## src/rtl/grant_mux_pkg.sv

```systemverilog
// Shared constants and helpers for grant_mux: index width and one-hot decoding.
package grant_mux_pkg;

  // Widest requester vector the helper functions accept.
  localparam int unsigned MaxN = 32;

  // Width of the source-index field; never narrower than one bit.
  function automatic int unsigned idx_width(input int unsigned n);
    return (n <= 1) ? 1 : $clog2(n);
  endfunction

  localparam int unsigned NDefault    = 5;
  localparam int unsigned WDefault    = 8;
  localparam int unsigned IdxwDefault = idx_width(NDefault);

  // Index of the lowest set bit; 0 when no bit is set.
  function automatic int unsigned onehot_to_idx(input logic [MaxN-1:0] v);
    int unsigned idx;
    idx = 0;
    for (int i = MaxN - 1; i >= 0; i--) begin
      if (v[i]) idx = i;
    end
    return idx;
  endfunction

  // True when more than one bit is set (clearing the lowest bit leaves something).
  function automatic logic popcount_gt1(input logic [MaxN-1:0] v);
    return (v & (v - MaxN'(1))) != '0;
  endfunction

endpackage

```

## src/rtl/grant_mux_if.sv

```systemverilog
// Requester-side and output-side signals of grant_mux.
// Optional drop_cnt field is present only when GRANT_MUX_STATS_EN is defined.
interface grant_mux_if #(
  parameter int unsigned N    = 5,
  parameter int unsigned W    = 8,
  parameter int unsigned IDXW = 3
);
  logic [N-1:0]    req;
  logic [N-1:0]    grant;
  logic [N*W-1:0]  data_in;
  logic [N-1:0]    ack;
  logic            out_valid;
  logic            out_ready;
  logic [W-1:0]    out_data;
  logic [IDXW-1:0] out_src;
  logic            err_onehot;
`ifdef GRANT_MUX_STATS_EN
  logic [15:0]     drop_cnt;

  modport master (
    output req, grant, data_in, out_ready,
    input  ack, out_valid, out_data, out_src, err_onehot, drop_cnt
  );
  modport slave (
    input  req, grant, data_in, out_ready,
    output ack, out_valid, out_data, out_src, err_onehot, drop_cnt
  );
`else
  modport master (
    output req, grant, data_in, out_ready,
    input  ack, out_valid, out_data, out_src, err_onehot
  );
  modport slave (
    input  req, grant, data_in, out_ready,
    output ack, out_valid, out_data, out_src, err_onehot
  );
`endif
endinterface

```

## src/rtl/grant_mux_skid.sv

```systemverilog
// Two-entry FIFO holding captured {src, data} entries for grant_mux.
// Caller only pushes when there is room (count < 2, or a pop in the same cycle).
module grant_mux_skid #(
  parameter int unsigned W    = 8,
  parameter int unsigned IDXW = 3
) (
  input  logic                 clk,
  input  logic                 rst,
  input  logic                 push_i,
  input  logic [IDXW+W-1:0]    push_data_i,  // {src, data}
  input  logic                 pop_i,
  output logic [IDXW+W-1:0]    head_o,
  output logic [1:0]           count_o
);

  logic [IDXW+W-1:0] mem_q [2];
  logic [IDXW+W-1:0] mem_d [2];
  logic              wptr_q, wptr_d;
  logic              rptr_q, rptr_d;
  logic [1:0]        count_q, count_d;
  logic              pop_eff;

  // Popping an empty buffer is a no-op.
  assign pop_eff = pop_i & (count_q != 2'd0);

  // Next-state: write at wptr, advance pointers, track occupancy.
  always_comb begin
    mem_d   = mem_q;
    wptr_d  = wptr_q;
    rptr_d  = rptr_q;
    count_d = count_q;
    if (push_i) begin
      mem_d[wptr_q] = push_data_i;
      wptr_d        = ~wptr_q;
    end
    if (pop_eff) begin
      rptr_d = ~rptr_q;
    end
    unique case ({push_i, pop_eff})
      2'b10:   count_d = count_q + 2'd1;
      2'b01:   count_d = count_q - 2'd1;
      default: count_d = count_q;
    endcase
  end

  // State register; reset discards all buffered entries.
  always_ff @(posedge clk or posedge rst) begin
    if (rst) begin
      mem_q[0] <= '0;
      mem_q[1] <= '0;
      wptr_q   <= 1'b0;
      rptr_q   <= 1'b0;
      count_q  <= 2'd0;
    end else begin
      mem_q    <= mem_d;
      wptr_q   <= wptr_d;
      rptr_q   <= rptr_d;
      count_q  <= count_d;
    end
  end

  assign head_o  = mem_q[rptr_q];
  assign count_o = count_q;

endmodule

```

## src/rtl/grant_mux.sv

```systemverilog
// Qualifies the arbiter's one-hot grant against live requests, acks the winner and
// captures its payload into a 2-entry output buffer.
// GRANT_MUX_STATS_EN adds a saturating drop counter (drop_cnt).
module grant_mux
  import grant_mux_pkg::*;
#(
  parameter int unsigned N    = NDefault,
  parameter int unsigned W    = WDefault,
  parameter int unsigned IDXW = idx_width(N)
) (
  input  logic        clk,
  input  logic        rst,
  grant_mux_if.slave  bus_io
);

  logic [N-1:0]      qg;
  logic [N-1:0]      qg_low;
  logic [MaxN-1:0]   qg_ext;
  logic              qg_any;
  logic [W-1:0]      sel_data;
  logic [IDXW-1:0]   sel_src;
  logic [IDXW+W-1:0] head;
  logic [1:0]        count;
  logic              out_valid;
  logic              pop, space, push, drop;
  logic              err_q, err_d;

  // A grant whose requester has already dropped req is ignored entirely.
  assign qg     = bus_io.grant & bus_io.req;
  assign qg_ext = MaxN'(qg);
  assign qg_any = (qg != '0);
  // Lowest set bit wins if the grant is not one-hot.
  assign qg_low = qg & (~qg + N'(1));
  assign sel_src = IDXW'(onehot_to_idx(qg_ext));

  // Select the winning requester's payload slice.
  always_comb begin
    sel_data = '0;
    for (int i = 0; i < N; i++) begin
      if (qg_low[i]) sel_data = bus_io.data_in[i*W +: W];
    end
  end

  assign out_valid = (count != 2'd0);
  assign pop       = out_valid & bus_io.out_ready;
  // Full buffer still accepts a push when the head leaves in the same cycle.
  assign space     = (count != 2'd2) | pop;
  assign push      = qg_any & space & ~rst;
  assign drop      = qg_any & ~space;

  grant_mux_skid #(
    .W    (W),
    .IDXW (IDXW)
  ) u_skid (
    .clk         (clk),
    .rst         (rst),
    .push_i      (push),
    .push_data_i ({sel_src, sel_data}),
    .pop_i       (pop),
    .head_o      (head),
    .count_o     (count)
  );

  assign bus_io.ack       = push ? qg_low : '0;
  assign bus_io.out_valid = out_valid;
  assign bus_io.out_data  = head[W-1:0];
  assign bus_io.out_src   = head[IDXW+W-1:W];
  assign bus_io.err_onehot = err_q;

  // Sticky multi-hot grant flag.
  always_comb begin
    err_d = err_q | popcount_gt1(qg_ext);
  end

  // Error flag register.
  always_ff @(posedge clk or posedge rst) begin
    if (rst) err_q <= 1'b0;
    else     err_q <= err_d;
  end

`ifdef GRANT_MUX_STATS_EN
  logic [15:0] drop_cnt_q, drop_cnt_d;

  // Saturating count of cycles where a live grant found no room.
  always_comb begin
    drop_cnt_d = drop_cnt_q;
    if (drop && (drop_cnt_q != 16'hFFFF)) drop_cnt_d = drop_cnt_q + 16'd1;
  end

  // Drop counter register.
  always_ff @(posedge clk or posedge rst) begin
    if (rst) drop_cnt_q <= 16'd0;
    else     drop_cnt_q <= drop_cnt_d;
  end

  assign bus_io.drop_cnt = drop_cnt_q;
`else
  // Drops are not tracked in this build.
  logic unused_drop;
  assign unused_drop = drop;
`endif

endmodule

```

## src/flat_wrapper.sv

```systemverilog
// flat-port wrapper written by rule: the top's interface ports become plain ports
module grant_mux_flat import grant_mux_pkg::*;
#(
  parameter int unsigned N    = NDefault,
  parameter int unsigned W    = WDefault,
  parameter int unsigned IDXW = idx_width(N)
)
  (clk, rst, bus_io_req, bus_io_grant, bus_io_data_in, bus_io_out_ready, bus_io_ack, bus_io_out_valid, bus_io_out_data, bus_io_out_src, bus_io_err_onehot);
  grant_mux_if #(.N(N), .W(W), .IDXW(IDXW)) bus_io_i ();
  input  logic clk;
  input  logic rst;
  input wire logic [$bits(bus_io_i.req)-1:0] bus_io_req;
  input wire logic [$bits(bus_io_i.grant)-1:0] bus_io_grant;
  input wire logic [$bits(bus_io_i.data_in)-1:0] bus_io_data_in;
  input wire logic [$bits(bus_io_i.out_ready)-1:0] bus_io_out_ready;
  output wire logic [$bits(bus_io_i.ack)-1:0] bus_io_ack;
  output wire logic [$bits(bus_io_i.out_valid)-1:0] bus_io_out_valid;
  output wire logic [$bits(bus_io_i.out_data)-1:0] bus_io_out_data;
  output wire logic [$bits(bus_io_i.out_src)-1:0] bus_io_out_src;
  output wire logic [$bits(bus_io_i.err_onehot)-1:0] bus_io_err_onehot;
  assign bus_io_i.req = bus_io_req;
  assign bus_io_i.grant = bus_io_grant;
  assign bus_io_i.data_in = bus_io_data_in;
  assign bus_io_i.out_ready = bus_io_out_ready;
  assign bus_io_ack = bus_io_i.ack;
  assign bus_io_out_valid = bus_io_i.out_valid;
  assign bus_io_out_data = bus_io_i.out_data;
  assign bus_io_out_src = bus_io_i.out_src;
  assign bus_io_err_onehot = bus_io_i.err_onehot;
  grant_mux #(.N(N), .W(W), .IDXW(IDXW)) u_core (.clk(clk), .rst(rst), .bus_io(bus_io_i));
endmodule
```

## config.mk

```make
export PLATFORM = sky130hd
export DESIGN_NAME = grant_mux_flat
export DESIGN_NICKNAME = d
export VERILOG_FILES = /design/src/rtl/grant_mux_pkg.sv /design/src/rtl/grant_mux_if.sv /design/src/rtl/grant_mux_skid.sv /design/src/rtl/grant_mux.sv /design/src/flat_wrapper.sv
export SDC_FILE = /design/constraint.sdc
export NUM_CORES = 1
export LEC_CHECK = 0
export ABC_AREA = 1
export BUFFER_PORTS_ARGS = -buffer_cell sky130_fd_sc_hd__buf_2
export CORE_ASPECT_RATIO = 0.7
export CORE_MARGIN = 2
export CORE_UTILIZATION = 40
export DETAILED_ROUTE_END_ITERATION = 16
export PLACE_DENSITY = 0.68
export SYNTH_ARGS = -nofsm -noshare
export SYNTH_HDL_FRONTEND = slang
export SYNTH_SLANG_ARGS = --single-unit
export TNS_END_PERCENT = 30
```

## constraint.sdc

```tcl
create_clock -name clk -period 1.75 [get_ports clk]
set_input_delay 0.2625 -clock clk [delete_from_list [all_inputs] [get_ports clk]]
set_output_delay 0.2625 -clock clk [all_outputs]
set_load 0.05 [all_outputs]
```

==> results.md <==
- Period utilization: 95.81%
- HP Class: input pin to asynchronous set/reset pin
- Vias in the first global route: approximately 1700
- Status: complete, no violations
- Area growth, synth to finish: 32.40%
- RR Endpoint: u_core.u_skid.count_o[1]$_DFFE_PP0P_
- Pwr Total: 0.003113 W
- # hold bufs at CTS: 0
- Fillers: ~450
- DP Worst Slack: approximately 120 ps
- R2R cell count: 9
- Max-slew headroom: 75.79%
- WS Path Type: flip-flop to output port
- Worst-path maximum fanout: 9
- Layout cell share with drive strength beyond 1: 32.43%
- Max Clk Rate: 596.4 MHz
- Design area: 0.002311 sq mm
- Reg2reg setup slack: ~150 ps
- I/O Buffers: 70
- Worst VDD drop: between 0.7 and 0.8 mV
- PwrDens: roughly 1300 mW/mm^2
- Root Buffer: clkbuf_8
- Die area: 0.004916 sq mm
- Vias: 1846
- Slew @ Worst Pin: roughly 360 ps
- CTS buffer count: 3
- First-pass GRT wire length: between 7000 and 8000 um
- WP data required: around 1500 ps
- Hold WS: approximately 110 ps
- TritonCTS clock tree: done
- Die H: approximately 59 um
- Fin nets: between 300 and 400
- Utilization after layout: 54.32%
- Antenna diodes: 0
- # rows: 20
- Initial Utilization: between 40% and 50%
- Vias/cell: about 4.8
- Core footprint: ~0.0043 sq mm
- GRT overflow: 0
- Leak: roughly 1.3 nW
- Total GRT Usage: between 10% and 20%
- Die W: around 83 um
- Final GP Congestion: approximately 0.85
- Register area share after synthesis: about two fifths
- Max clock buf depth: 2
- CTS clk-pin slew, worst paths: around 90 ps
- Initial DRT Pass Iterations: 4
- Clock sinks: 27
- H-Tree Depth: 1
- Max-Cap Viols: 0
- Area share of the largest cell type after synthesis: about 39%
- Routed Antenna Nets: 0
- Yosys synthesis warning count: 0
- Drt drc: 0
- Clk_skew: roughly 1.9 ps
- Cell taking the most area after synthesis: dfrtp_1
- Final Hold Violating Endpoints: 0
- Post-Syn Nets: between 300 and 400
- Syn_area_per_cell: between 6 and 7 sq um
- Mapped Area: 0.001745 sq mm
- CP Capture Type: output port
- Unrepaired setup endpoints after global routing: true
- Final setup violation count: 0
- Post-place instance area: 0.002241 sq mm
- Setup WS post-layout: 73.27 ps
- Post-DR wirelength/cell: roughly 12 um
- CP Launch Type: flip-flop
- Final wirelength: ~4500 um
- Later-pin clock latency in the skew report: around 270 ps
- Starting DRT DRC Count: 96
- Slew Viols, Final: 0
- Seq cells post-synth: 27
- Synth top area cells: dfrtp_1 (39%), nand2_1 (26%), nand3_1 (7.2%), inv_1 (3.4%), nor3_1 (3.2%)
- I/O Pins: slightly above 70
- Antenna violations before repair: 0
- Min cycle time layout: roughly 1700 ps
- Synth Instances: roughly 260
- HPWL after DPL: 3568 um
- Post-synth cell types: 26
- Worst r2r src: u_core.u_skid.count_o[0]$_DFFE_PP0P_
- Largest net degree at the start of global routing: 28
- CP arrival: between 1000 and 1500 ps
[Yosys cell counts (all sizes together)]
master,instances
nand2,130
dfrtp,27
nand3,25
inv,18
nor2,15
nor3,11
o21ai,9
buf,5
clkinv,5
a21oi,4
clkbuf,2
xor2,2
ha,1
nand3b,1
xnor2,1
[stage by stage]
stage          std cells  TNS [ps]
2_1_floorplan        256    -89.56
3_5_place_dp         383         0
4_1_cts              387         0
3_3_place_gp         383         0
6_report             388         0
5_1_grt              388    -11.61
[placed cells by master, fill, tap and decap left out, drive strengths merged]
cell type and count:
nand2 130, clkinvlp 1, dfrtp 27, xor2 2
clkbuf 5, nand3b 1, inv 17, clkinv 5
nor3 11, nand3 25, xnor2 1, nor2 15
ha 1, o21ai 9, buf 79, a21oi 4
[layout make-up]
cell class	count	area, sq um	area share, %
clock buffers	4	45.04	1.949
inverters	23	100.1	4.331
multi-input cells	199	978.4	42.34
flip-flops and latches	27	675.6	29.24
well taps	55	68.82	2.978
repair buffers	80	442.9	19.17
[worst max-delay path by stage]
| stage | startpoint | to | slack [ps] | depth (start not counted) |
|---|---|---|---|---|
| finish | u_core.u_skid.count_o[0]$_DFFE_PP0P_ | bus_io_ack[0] | 70 | 7 |
| global route | u_core.u_skid.count_o[0]$_DFFE_PP0P_ | bus_io_ack[0] | -9 | 7 |
| CTS | u_core.u_skid.count_o[0]$_DFFE_PP0P_ | bus_io_ack[1] | 30 | 7 |
| detailed placement | bus_io_grant[0] | u_core.u_skid.count_o[1]$_DFFE_PP0P_ | 120 | 10 |
| global placement | bus_io_grant[0] | u_core.u_skid.count_o[1]$_DFFE_PP0P_ | 160 | 10 |
| floorplan | u_core.u_skid.rptr_q$_DFFE_PP0P_ | bus_io_out_src[0] | -30 | 1 |
[registers in the layout, indices dropped and copies added, names as in the netlist]
| name | flops |
|---|---|
| u_core.u_skid.rptr_q | 1 |
| u_core.u_skid.count_o | 2 |
| u_core.bus_io.err_onehot | 1 |
| u_core.u_skid.mem_q | 22 |
| u_core.u_skid.wptr_q | 1 |
[routing by layer]
metal | GRT usage, % | part of all wire, %
met4 | 2.108 | 0
met5 | 0 | 0
met2 | 35.14 | 46
met3 | 3.621 | 6.4
met1 | 25.87 | 48
[worst max-delay path, stage by stage, from the launching register on]
cell and delay, ps:
dfrtp_1 420, inv_2 70, nand3b_1 110, nand2_4 110, clkinv_4 60, nand2_8 120
nor2_2 40, clkbuf_4 200
[cells by family after synthesis]
| family | Yosys count | synth area share, % |
|---|---|---|
| adder cells (fa/ha/maj) | 1 | 0.7167 |
| XOR/XNOR | 3 | 1.506 |
| flip-flops | 27 | 38.71 |
| buffers and inverters | 30 | 8.243 |
| AND/OR/NAND/NOR | 182 | 46.67 |
| AO/OA/AOI/OAI | 13 | 4.158 |
[timing repair]
action / CTS / global route
buffers inserted: 0 / 1
endpoints found under the setup margin: 2 / 5
gates resized for setup: 2 / 5
[where the power goes]
part	total [W]	internal, W	switching [W]
Clock	0.000353	0.000163	0.000190
Combinational	0.00174	0.000509	0.00123
Sequential	0.00102	0.000873	0.000144
(Power assumes the default switching activity.)
